File: src/rtl/ptw_pkg.sv
// Shared types and default widths for the page-table-walk memory arbiter.
// Two walkers (instruction side, data side) share one memory port.
package ptw_pkg;

  localparam int unsigned PTW_ADDR_W         = 64;
  localparam int unsigned PTW_DATA_W         = 64;
  localparam int unsigned PTW_TIMEOUT_CYCLES = 255;

  // Arbiter FSM states, 2-bit encoding; 2'b11 is unused and recovers to IDLE.
  typedef enum logic [1:0] {
    ST_IDLE  = 2'd0,
    ST_ISSUE = 2'd1,
    ST_WAIT  = 2'd2
  } state_e;

  // Which walker owns the memory port.
  typedef enum logic {
    OWN_I = 1'b0,
    OWN_D = 1'b1
  } owner_e;

endpackage : ptw_pkg

File: src/rtl/rr_arbiter2.sv
// Two-way round-robin arbiter. On simultaneous requests the side that was
// not granted last wins; the pointer moves only when a grant is taken.
// After reset the pointer names the instruction side, so data wins first.
module rr_arbiter2
  import ptw_pkg::*;
(
  input  logic   clk,
  input  logic   rst,
  input  logic   i_en,
  input  logic   i_valid_i,
  input  logic   i_valid_d,
  output logic   o_grant,
  output owner_e o_winner
);

  owner_e r_last;

  // Pick a winner from the current requests and the last-granted pointer.
  always_comb begin
    // NOTE: every output of a combinational block gets a default first so no
    // path through the block leaves it unassigned and infers a latch.
    o_winner = OWN_I;
    o_grant  = i_en & (i_valid_i | i_valid_d);
    if (i_valid_i && i_valid_d) begin
      o_winner = (r_last == OWN_I) ? OWN_D : OWN_I;
    end else if (i_valid_d) begin
      o_winner = OWN_D;
    end
  end

  // Remember who was granted last; only a taken grant moves the pointer.
  always_ff @(posedge clk) begin
    // NOTE: sequential state uses non-blocking assignments so every register
    // samples pre-edge values regardless of block ordering.
    if (!rst) begin
      r_last <= OWN_I;
    end else if (o_grant) begin
      r_last <= o_winner;
    end
  end

endmodule : rr_arbiter2

File: src/rtl/ptw_mem_arbiter.sv
// Shares a single memory port between the instruction-side and data-side
// Sv39 page-table walkers, one transaction outstanding at a time.
// A walker that sets its lock bit keeps the port across consecutive levels
// of a walk until it drops valid.
// Optional: define PTW_ARB_TIMEOUT_EN to add a WAIT-state watchdog that
// returns an error response after TIMEOUT_CYCLES cycles without data.
module ptw_mem_arbiter
  import ptw_pkg::*;
#(
  parameter int unsigned ADDR_W         = PTW_ADDR_W,
  parameter int unsigned DATA_W         = PTW_DATA_W,
  parameter int unsigned TIMEOUT_CYCLES = PTW_TIMEOUT_CYCLES
) (
  input  logic              clk,
  input  logic              rst,
  // instruction-side walker
  input  logic              i_req_valid,
  input  logic [ADDR_W-1:0] i_req_addr,
  input  logic              i_req_lock,
  output logic              i_req_ready,
  // data-side walker
  input  logic              d_req_valid,
  input  logic [ADDR_W-1:0] d_req_addr,
  input  logic              d_req_lock,
  output logic              d_req_ready,
  // response to the owning walker
  output logic              i_resp_valid,
  output logic              d_resp_valid,
  output logic [DATA_W-1:0] resp_data,
  output logic              resp_err,
  // shared memory port
  output logic              mem_req_valid,
  output logic [ADDR_W-1:0] mem_req_addr,
  input  logic              mem_req_ready,
  input  logic              mem_resp_valid,
  input  logic [DATA_W-1:0] mem_resp_data
);

  if (TIMEOUT_CYCLES < 1) begin : g_bad_timeout
    $error("ptw_mem_arbiter: TIMEOUT_CYCLES must be at least 1");
  end

  state_e            r_state;
  state_e            w_state_nxt;
  owner_e            r_owner;
  logic              r_lock;
  logic [ADDR_W-1:0] r_addr;
  logic              r_i_resp_valid;
  logic              r_d_resp_valid;
  logic [DATA_W-1:0] r_resp_data;

  logic              w_owner_valid;
  logic              w_regrant;
  logic              w_arb_en;
  logic              w_arb_grant;
  owner_e            w_arb_winner;
  logic              w_accept;
  owner_e            w_sel_owner;
  logic              w_sel_lock;
  logic [ADDR_W-1:0] w_sel_addr;
  logic              w_resp_take;
  logic              w_timeout;

  // A locked owner that is still requesting skips arbitration entirely;
  // if it has dropped valid, ordinary round-robin applies and the pointer
  // already names it, so the other side wins a tie.
  assign w_owner_valid = (r_owner == OWN_I) ? i_req_valid : d_req_valid;
  assign w_regrant     = (r_state == ST_IDLE) & r_lock & w_owner_valid;
  assign w_arb_en      = (r_state == ST_IDLE) & ~w_regrant;
  assign w_accept      = w_regrant | w_arb_grant;
  assign w_sel_owner   = w_regrant ? r_owner : w_arb_winner;
  assign w_sel_lock    = (w_sel_owner == OWN_D) ? d_req_lock : i_req_lock;
  assign w_sel_addr    = (w_sel_owner == OWN_D) ? d_req_addr : i_req_addr;
  assign w_resp_take   = (r_state == ST_WAIT) & mem_resp_valid;

  rr_arbiter2 u_rr (
    .clk       (clk),
    .rst       (rst),
    .i_en      (w_arb_en),
    .i_valid_i (i_req_valid),
    .i_valid_d (d_req_valid),
    .o_grant   (w_arb_grant),
    .o_winner  (w_arb_winner)
  );

`ifdef PTW_ARB_TIMEOUT_EN
  localparam int unsigned CNT_W = ($clog2(TIMEOUT_CYCLES + 1) > 8) ?
                                  $clog2(TIMEOUT_CYCLES + 1) : 8;

  logic [CNT_W-1:0] r_wait_cnt;
  logic             r_resp_err;

  // Count cycles spent in WAIT; restarts from zero on every entry.
  always_ff @(posedge clk) begin
    if (!rst) begin
      r_wait_cnt <= '0;
    end else if (r_state != ST_WAIT) begin
      r_wait_cnt <= '0;
    end else begin
      r_wait_cnt <= r_wait_cnt + CNT_W'(1);
    end
  end

  // Fires on the last allowed WAIT cycle when memory has still not answered.
  assign w_timeout = (r_state == ST_WAIT) & ~mem_resp_valid &
                     (r_wait_cnt == CNT_W'(TIMEOUT_CYCLES - 1));

  // The error flag accompanies the timeout response pulse only.
  always_ff @(posedge clk) begin
    if (!rst) begin
      r_resp_err <= 1'b0;
    end else begin
      r_resp_err <= w_timeout;
    end
  end

  assign resp_err = r_resp_err;
`else
  assign w_timeout = 1'b0;
  assign resp_err  = 1'b0;
`endif

  // FSM state register.
  always_ff @(posedge clk) begin
    if (!rst) begin
      r_state <= ST_IDLE;
    end else begin
      r_state <= w_state_nxt;
    end
  end

  // FSM next-state logic; memory responses outside WAIT are ignored.
  always_comb begin
    w_state_nxt = r_state;
    unique case (r_state)
      ST_IDLE:  if (w_accept)                 w_state_nxt = ST_ISSUE;
      ST_ISSUE: if (mem_req_ready)            w_state_nxt = ST_WAIT;
      ST_WAIT:  if (w_resp_take || w_timeout) w_state_nxt = ST_IDLE;
      default:                                w_state_nxt = ST_IDLE;
    endcase
  end

  // FSM outputs: request-ready pulse on acceptance, memory request in ISSUE.
  always_comb begin
    i_req_ready   = 1'b0;
    d_req_ready   = 1'b0;
    mem_req_valid = 1'b0;
    unique case (r_state)
      ST_IDLE: begin
        i_req_ready = w_accept & (w_sel_owner == OWN_I);
        d_req_ready = w_accept & (w_sel_owner == OWN_D);
      end
      ST_ISSUE: mem_req_valid = 1'b1;
      default: ;
    endcase
  end

  // Capture the accepted request and register the response back to its owner.
  always_ff @(posedge clk) begin
    if (!rst) begin
      r_owner        <= OWN_I;
      r_lock         <= 1'b0;
      r_addr         <= '0;
      r_i_resp_valid <= 1'b0;
      r_d_resp_valid <= 1'b0;
      r_resp_data    <= '0;
    end else begin
      r_i_resp_valid <= 1'b0;
      r_d_resp_valid <= 1'b0;

      if (w_accept) begin
        r_owner <= w_sel_owner;
        r_lock  <= w_sel_lock;
        r_addr  <= w_sel_addr;
      end else if ((r_state == ST_IDLE) && r_lock && !w_owner_valid) begin
        r_lock <= 1'b0;
      end

      if (w_resp_take) begin
        r_i_resp_valid <= (r_owner == OWN_I);
        r_d_resp_valid <= (r_owner == OWN_D);
        r_resp_data    <= mem_resp_data;
      end else if (w_timeout) begin
        r_i_resp_valid <= (r_owner == OWN_I);
        r_d_resp_valid <= (r_owner == OWN_D);
        r_resp_data    <= '0;
        r_lock         <= 1'b0;
      end
    end
  end

  assign i_resp_valid = r_i_resp_valid;
  assign d_resp_valid = r_d_resp_valid;
  assign resp_data    = r_resp_data;
  assign mem_req_addr = r_addr;

endmodule : ptw_mem_arbiter

File: config.mk
export PLATFORM = sky130hd
export DESIGN_NAME = ptw_mem_arbiter
export DESIGN_NICKNAME = d
export VERILOG_FILES = /design/src/rtl/ptw_pkg.sv /design/src/rtl/rr_arbiter2.sv /design/src/rtl/ptw_mem_arbiter.sv
export SDC_FILE = /design/constraint.sdc
export NUM_CORES = 1
export LEC_CHECK = 0
export BUFFER_PORTS_ARGS = -buffer_cell sky130_fd_sc_hd__buf_2
export CAP_MARGIN = 15
export CORE_AREA = 2 2 129 131
export CTS_BUF_LIST = sky130_fd_sc_hd__clkbuf_8
export DETAILED_ROUTE_END_ITERATION = 8
export DIE_AREA = 0 0 131 133
export PLACE_DENSITY = 0.67
export SYNTH_ARGS = -nofsm -noshare
export SYNTH_HDL_FRONTEND = slang
export SYNTH_SLANG_ARGS = --single-unit
File: constraint.sdc
create_clock -name clk -period 2.7 [get_ports clk]
set_input_delay 0.81 -clock clk [delete_from_list [all_inputs] [get_ports clk]]
set_output_delay 0.81 -clock clk [all_outputs]
set_load 0.01 [all_outputs]
==> impl_metrics.tcl, run 1 <==
set metrics [dict create \
    min_path_type "flip-flop to flip-flop" \
    gp_congestion 0.8006 \
    postCtsHoldBufs 0 \
    worst_pin_slew_ps 696.5 \
    clockBufferDepth 2 \
    maxSlewHeadroom_pct 53.57 \
    dp.cells 1055 \
    cts_buffers 17 \
    wl_per_cell_microns 15.48 \
    synth_warnings 0 \
    drive_gt1_share_pct 43.88 \
    grt_pass1_vias 4886 \
    maxCapViolations 0 \
    clk_latency_ps 450 \
    rows 47 \
    ios 334 \
    cts_sinks 135 \
    hold_viol 0 \
    start_kind "flip-flop" \
    ir_drop_mv 0.3200 \
    num_vias 5073 \
    crit_fanout 6 \
    status "completed" \
    synthesis.nets 737 \
    synth-edff-count 0 \
    crit_chain "nor2b_1 > o21ai_0 > and3_2 > buf_2" \
    cp.arrival_ps 1720 \
    area_growth_pct 44.59 \
    yosysSeqAreaShare_pct 52.17 \
    syn_inst 537 \
    initial_core_util_pct 32.03 \
    max_stage_delay_ps 490 \
    place_worst_setup_slack_ps 255.8 \
    p_total_mw 4.981 \
    grt_max_degree 70 \
    core_sq_um 16170 \
    clk_pin_slew_ps 70 \
    yosysTopAreaCell "dfxtp_1" \
    ctsHtreeMaxLevel 4 \
    rsz0062_at_grt "no" \
    grt.overflow.total 0 \
    drt_iter0_drc 230 \
    postCtsSetupBuffers 0 \
    detail-route-antenna-nets 0 \
    ys_ff_latch 135 \
    end_kind "output pin" \
    yosys-top-cells-area "dfxtp_1, a221o_1, nand2_1" \
    vias_per_cell 4.667 \
    power_density_nw_per_um2 665.1 \
    finalSetupTns_ps 0 \
    antenna_found_initial 2 \
    wl_mm 16.83 \
    synth_area_sq_um 5180 \
    hold_slack_ps 459.2 \
    cts-root-buf "clkbuf_8" \
    drc 0 \
    fmax_mhz 395.0 \
    dieArea_sq_um 17420 \
    period_minus_slack_ps 2532 \
    period_share_pct 93.78 \
    final_core_util_pct 46.31 \
    final_cell_area_sq_um 7490 \
    avgSynthCellArea_sq_um 9.646 \
    synth-main-ff-cell "dfxtp_1" \
    yosysTopAreaCellShare_pct 52.17 \
    netlist-cell-type-count 32 \
    post_cts_resize_count 0 \
    finalNonFillerCells 1087 \
    dieHeight_microns 133 \
    drv_slew 0 \
    final.setup_skew_ps 11.35 \
    tritoncts "done" \
    firstDrtPassIters 4 \
    grtUsageTotal_pct 18.44 \
    slowest_stage "dfxtp_1" \
    worst_slack_ps 168.1 \
    required_ps 1890 \
    grt_first_pass_wirelength_mm 24.76 \
    dpl.hpwl_mm 12.20 \
    die-width_microns 131 \
    crit_type "flip-flop to output pin" \
    p_leak_nw 3.577 \
    ys_async_sr_fraction_pct 0 \
    io_buffers 332 \
    placed_area_sq_um 6983 \
    layout.nets 1054 \
    setup_viol 0 \
]
## state kept, by name, summed over array words and instances (netlist names)
register      cells
r_state           2
r_lock            1
i_resp_valid      1
r_owner           1
u_rr.r_last       1
resp_data        64
mem_req_addr     64
d_resp_valid      1
## cells in the mapped netlist (all sizes together) (4+ instances only)
library cell	instances
a21boi	64
a221o	64
and2	65
buf	21
clkbuf	22
dfxtp	135
nand2	131
nor2	5
nor2b	5
o21ai	4
## path summary, 6_finish.rpt
path | slack (ps) | endpoint | startpoint | depth (start not counted)
hold / removal | 460 | resp_data[51] | resp_data[51] | 2
hold reg to reg | 460 | resp_data[51] | resp_data[51] | 2
setup reg to reg | 620 | mem_req_addr[52] | r_owner | 5
setup / recovery | 170 | d_req_ready | r_owner | 4
## critical path, delay by kind of cell, from the launching register on
family	cells	cell delay, ps
AOI/OAI and AO/OA	1	320
buffers and inverters	1	130
DFF	1	490
and+or+nand+nor	2	340
## cells in the final DEF (no fill, tap or decap), drive strengths merged, types with 2 or more instances in the layout
| cell | instances |
|---|---|
| nand2 | 131 |
| clkinv | 3 |
| nor3 | 2 |
| nor2 | 5 |
| buf | 341 |
| nand3 | 2 |
| clkbuf | 17 |
| bufinv | 7 |
| a21boi | 64 |
| and4 | 2 |
| nor2b | 5 |
| a221o | 64 |
| a31oi | 2 |
| and2 | 65 |
| dfxtp | 135 |
| inv | 5 |
| o21ai | 4 |
| and3 | 2 |
## power by group
part | leakage [nW] | internal (mW) | switching, mW
clock network | 0.247 | 1.29 | 0.839
logic | 2.23 | 0.336 | 0.331
registers | 1.10 | 2.12 | 0.0607
total | 3.58 | 3.75 | 1.23
## metal layers
layer  up-vias  GRT usage, %  wire (microns)
li1       2507             -               -
met1      2296         20.50            6609
met2       234         30.63            8053
met5         -             0              13
met3        34         7.481            1658
met4         2         8.274             497
## layout make-up
type | instances | area (sq um)
fillers | 1607 | 8682
flip-flops and latches | 135 | 2703
multi-input cells | 357 | 2231
repair buffers | 341 | 1767
well taps | 220 | 275.3
clock inverters | 14 | 270.3
clock buffers | 17 | 234.0
inverters | 2 | 7.507
diodes | 1 | 2.502
## cells by family (layout without fill, tap and decap cells)
| group | after synthesis | in the layout | share of synthesized area (%) |
|---|---|---|---|
| simple gates | 218 | 218 | 19.98 |
| compound gates | 138 | 138 | 22.83 |
| flops | 135 | 135 | 52.17 |
| buf+inv | 45 | 374 | 4.952 |
| other cells | 1 | 2 | 0.07239 |
Power figures use the tool's default switching activity.
==> inputs of run 2 (changes only) <==
==> constraint.sdc (replaced) <==
create_clock -name clk -period 2.7 [get_ports clk]
set_input_delay 0.135 -clock clk [delete_from_list [all_inputs] [get_ports clk]]
set_output_delay 0.135 -clock clk [all_outputs]
set_load 0.01 [all_outputs]
==> impl_metrics.tcl, run 2 (synthesized netlist as in run 1, its figures left out) <==
set metrics [dict create \
    status "completed" \
    maxCapViolations 0 \
    start_kind "flip-flop" \
    area_growth_pct 79.88 \
    gp_congestion 0.7944 \
    drive_gt1_share_pct 35.57 \
    layout_common_cells "buf_2, dlygate4sd3_1, dfxtp_1" \
    ir_drop_mv 0.4269 \
    cp.arrival_ps 2890 \
    max_stage_delay_ps 570 \
    setup_viol 0 \
    hp-start "d_req_valid" \
    drt_iter0_drc 350 \
    postCtsSetupBuffers 0 \
    dieArea_sq_um 17420 \
    initial_core_util_pct 32.03 \
    layout.nets 1248 \
    cp-startpoint "r_state[1]" \
    end_kind "flip-flop" \
    clockBufferDepth 2 \
    period_minus_slack_ps 2513 \
    final_common_cell "buf_2" \
    final.setup_skew_ps 11.66 \
    num_vias 6036 \
    ff2ff_path_depth 5 \
    rr_endpoint "mem_req_addr[0]" \
    required_ps 3080 \
    rsz0062_at_grt "no" \
    crit_fanout 36 \
    grt_pass1_vias 6215 \
    drv_slew 0 \
    fmax_mhz 397.9 \
    firstDrtPassIters 4 \
    wl_per_cell_microns 16.08 \
    grt.overflow.total 0 \
    worst_pin_slew_ps 999.4 \
    reg2reg_from "r_state[1]" \
    crit_type "flip-flop to flip-flop" \
    core_sq_um 16170 \
    antenna_found_initial 1 \
    wl_mm 20.60 \
    grt_max_degree 69 \
    dp.cells 1053 \
    dieHeight_microns 133 \
    tritoncts "done" \
    cts-root-buf "clkbuf_8" \
    grt_first_pass_wirelength_mm 31.07 \
    io_buffers 332 \
    slowest_stage "and4_4" \
    drc 0 \
    maxSlewHeadroom_pct 33.38 \
    dpl.hpwl_mm 12.37 \
    die-width_microns 131 \
    vias_per_cell 4.712 \
    min_path_type "input port to flip-flop" \
    clk_latency_ps 440 \
    ctsHtreeMaxLevel 4 \
    r2r_setup_slack_ps 190 \
    rows 47 \
    ios 334 \
    hold_viol 0 \
    period_share_pct 93.07 \
    clk_pin_slew_ps 70 \
    finalSetupTns_ps 0 \
    cts_buffers 17 \
    power_density_nw_per_um2 527.2 \
    finalNonFillerCells 1281 \
    detail-route-antenna-nets 0 \
    fillerInstances 1344 \
    grtUsageTotal_pct 22.85 \
    crit_chain "nor2_1 > and4_4 > buf_4 > a221o_1 > dlygate4sd3_1" \
    endpoint "mem_req_addr[0]" \
    p_leak_nw 4.467 \
    cts_sinks 135 \
]
-- run 2: changes by cell type in the layout (fill, tap and decap cells not counted), moves of 2 or more --
cell,previous run,this run
buf_12,3,1
bufinv_16,7,3
clkinv_2,0,3
clkinvlp_4,1,3
dlygate4sd3_1,0,196
inv_6,3,0
-- run 2: critical path, delay by kind of cell, from the launching register on --
family                 cells  cell delay, ps
flip-flops                 1             370
AND/OR/NAND/NOR            2             920
AO/OA/AOI/OAI              1             220
buffers and inverters      2             940
-- run 2: area by class of cell --
type                    instances  area [sq um]  share of cell area [%]
repair buffers                535          3692                   39.63
flip-flops and latches        135          2703                   29.00
multi-input cells             357          2232                   23.96
well taps                     220         275.3                   2.954
clock buffers                  18         247.7                   2.659
clock inverters                13         157.7                   1.692
inverters                       2         7.507                 0.08057
diodes                          1         2.502                 0.02686
-- run 2: how the worst min path moves through the flow --
stage                       end  depth (start not counted)
2_1_floorplan   mem_req_addr[0]                          1
3_3_place_gp   mem_req_addr[54]                          2
3_5_place_dp   mem_req_addr[20]                          2
4_1_cts             u_rr.r_last                          3
5_1_grt              r_state[1]                          3
6_report            u_rr.r_last                          3
-- run 2: timing repair --
item                       in CTS  in global routing
setup endpoints to repair       0                 48
gates resized for setup         0                  2
hold buffers                  196                  0
hold endpoints to repair      131                  0
-- run 2: report_power, final --
part / total [mW] / internal [mW] / switching, mW
logic: 0.981 / 0.580 / 0.401
registers: 2.19 / 2.12 / 0.0717
clock network: 1.74 / 0.927 / 0.811
total: 4.91 / 3.63 / 1.28
-- run 2: metrics by stage --
stage	cell area, sq um	setup WS, ps	util, %	total power, mW	hold WS [ps]
3_5_place_dp	6943	596.4	42.93	2.887	361.5
3_3_place_gp	6943	633.1	42.93	2.880	357.4
4_1_cts	9310	40.94	57.57	4.930	42.31
6_report	9318	187.1	57.62	4.912	90.11
2_1_floorplan	5180	1041	-	2.550	272.8
5_1_grt	9318	41.96	57.62	5.130	83.11
-- run 2: layer usage --
metal  GRT usage, %  share of wire, %  wire length, microns
met5              0                 0                     0
met4          13.12               4.9                  1015
met3          7.521               8.2                  1690
met2          39.95                49                 10180
met1          23.55                37                  7708
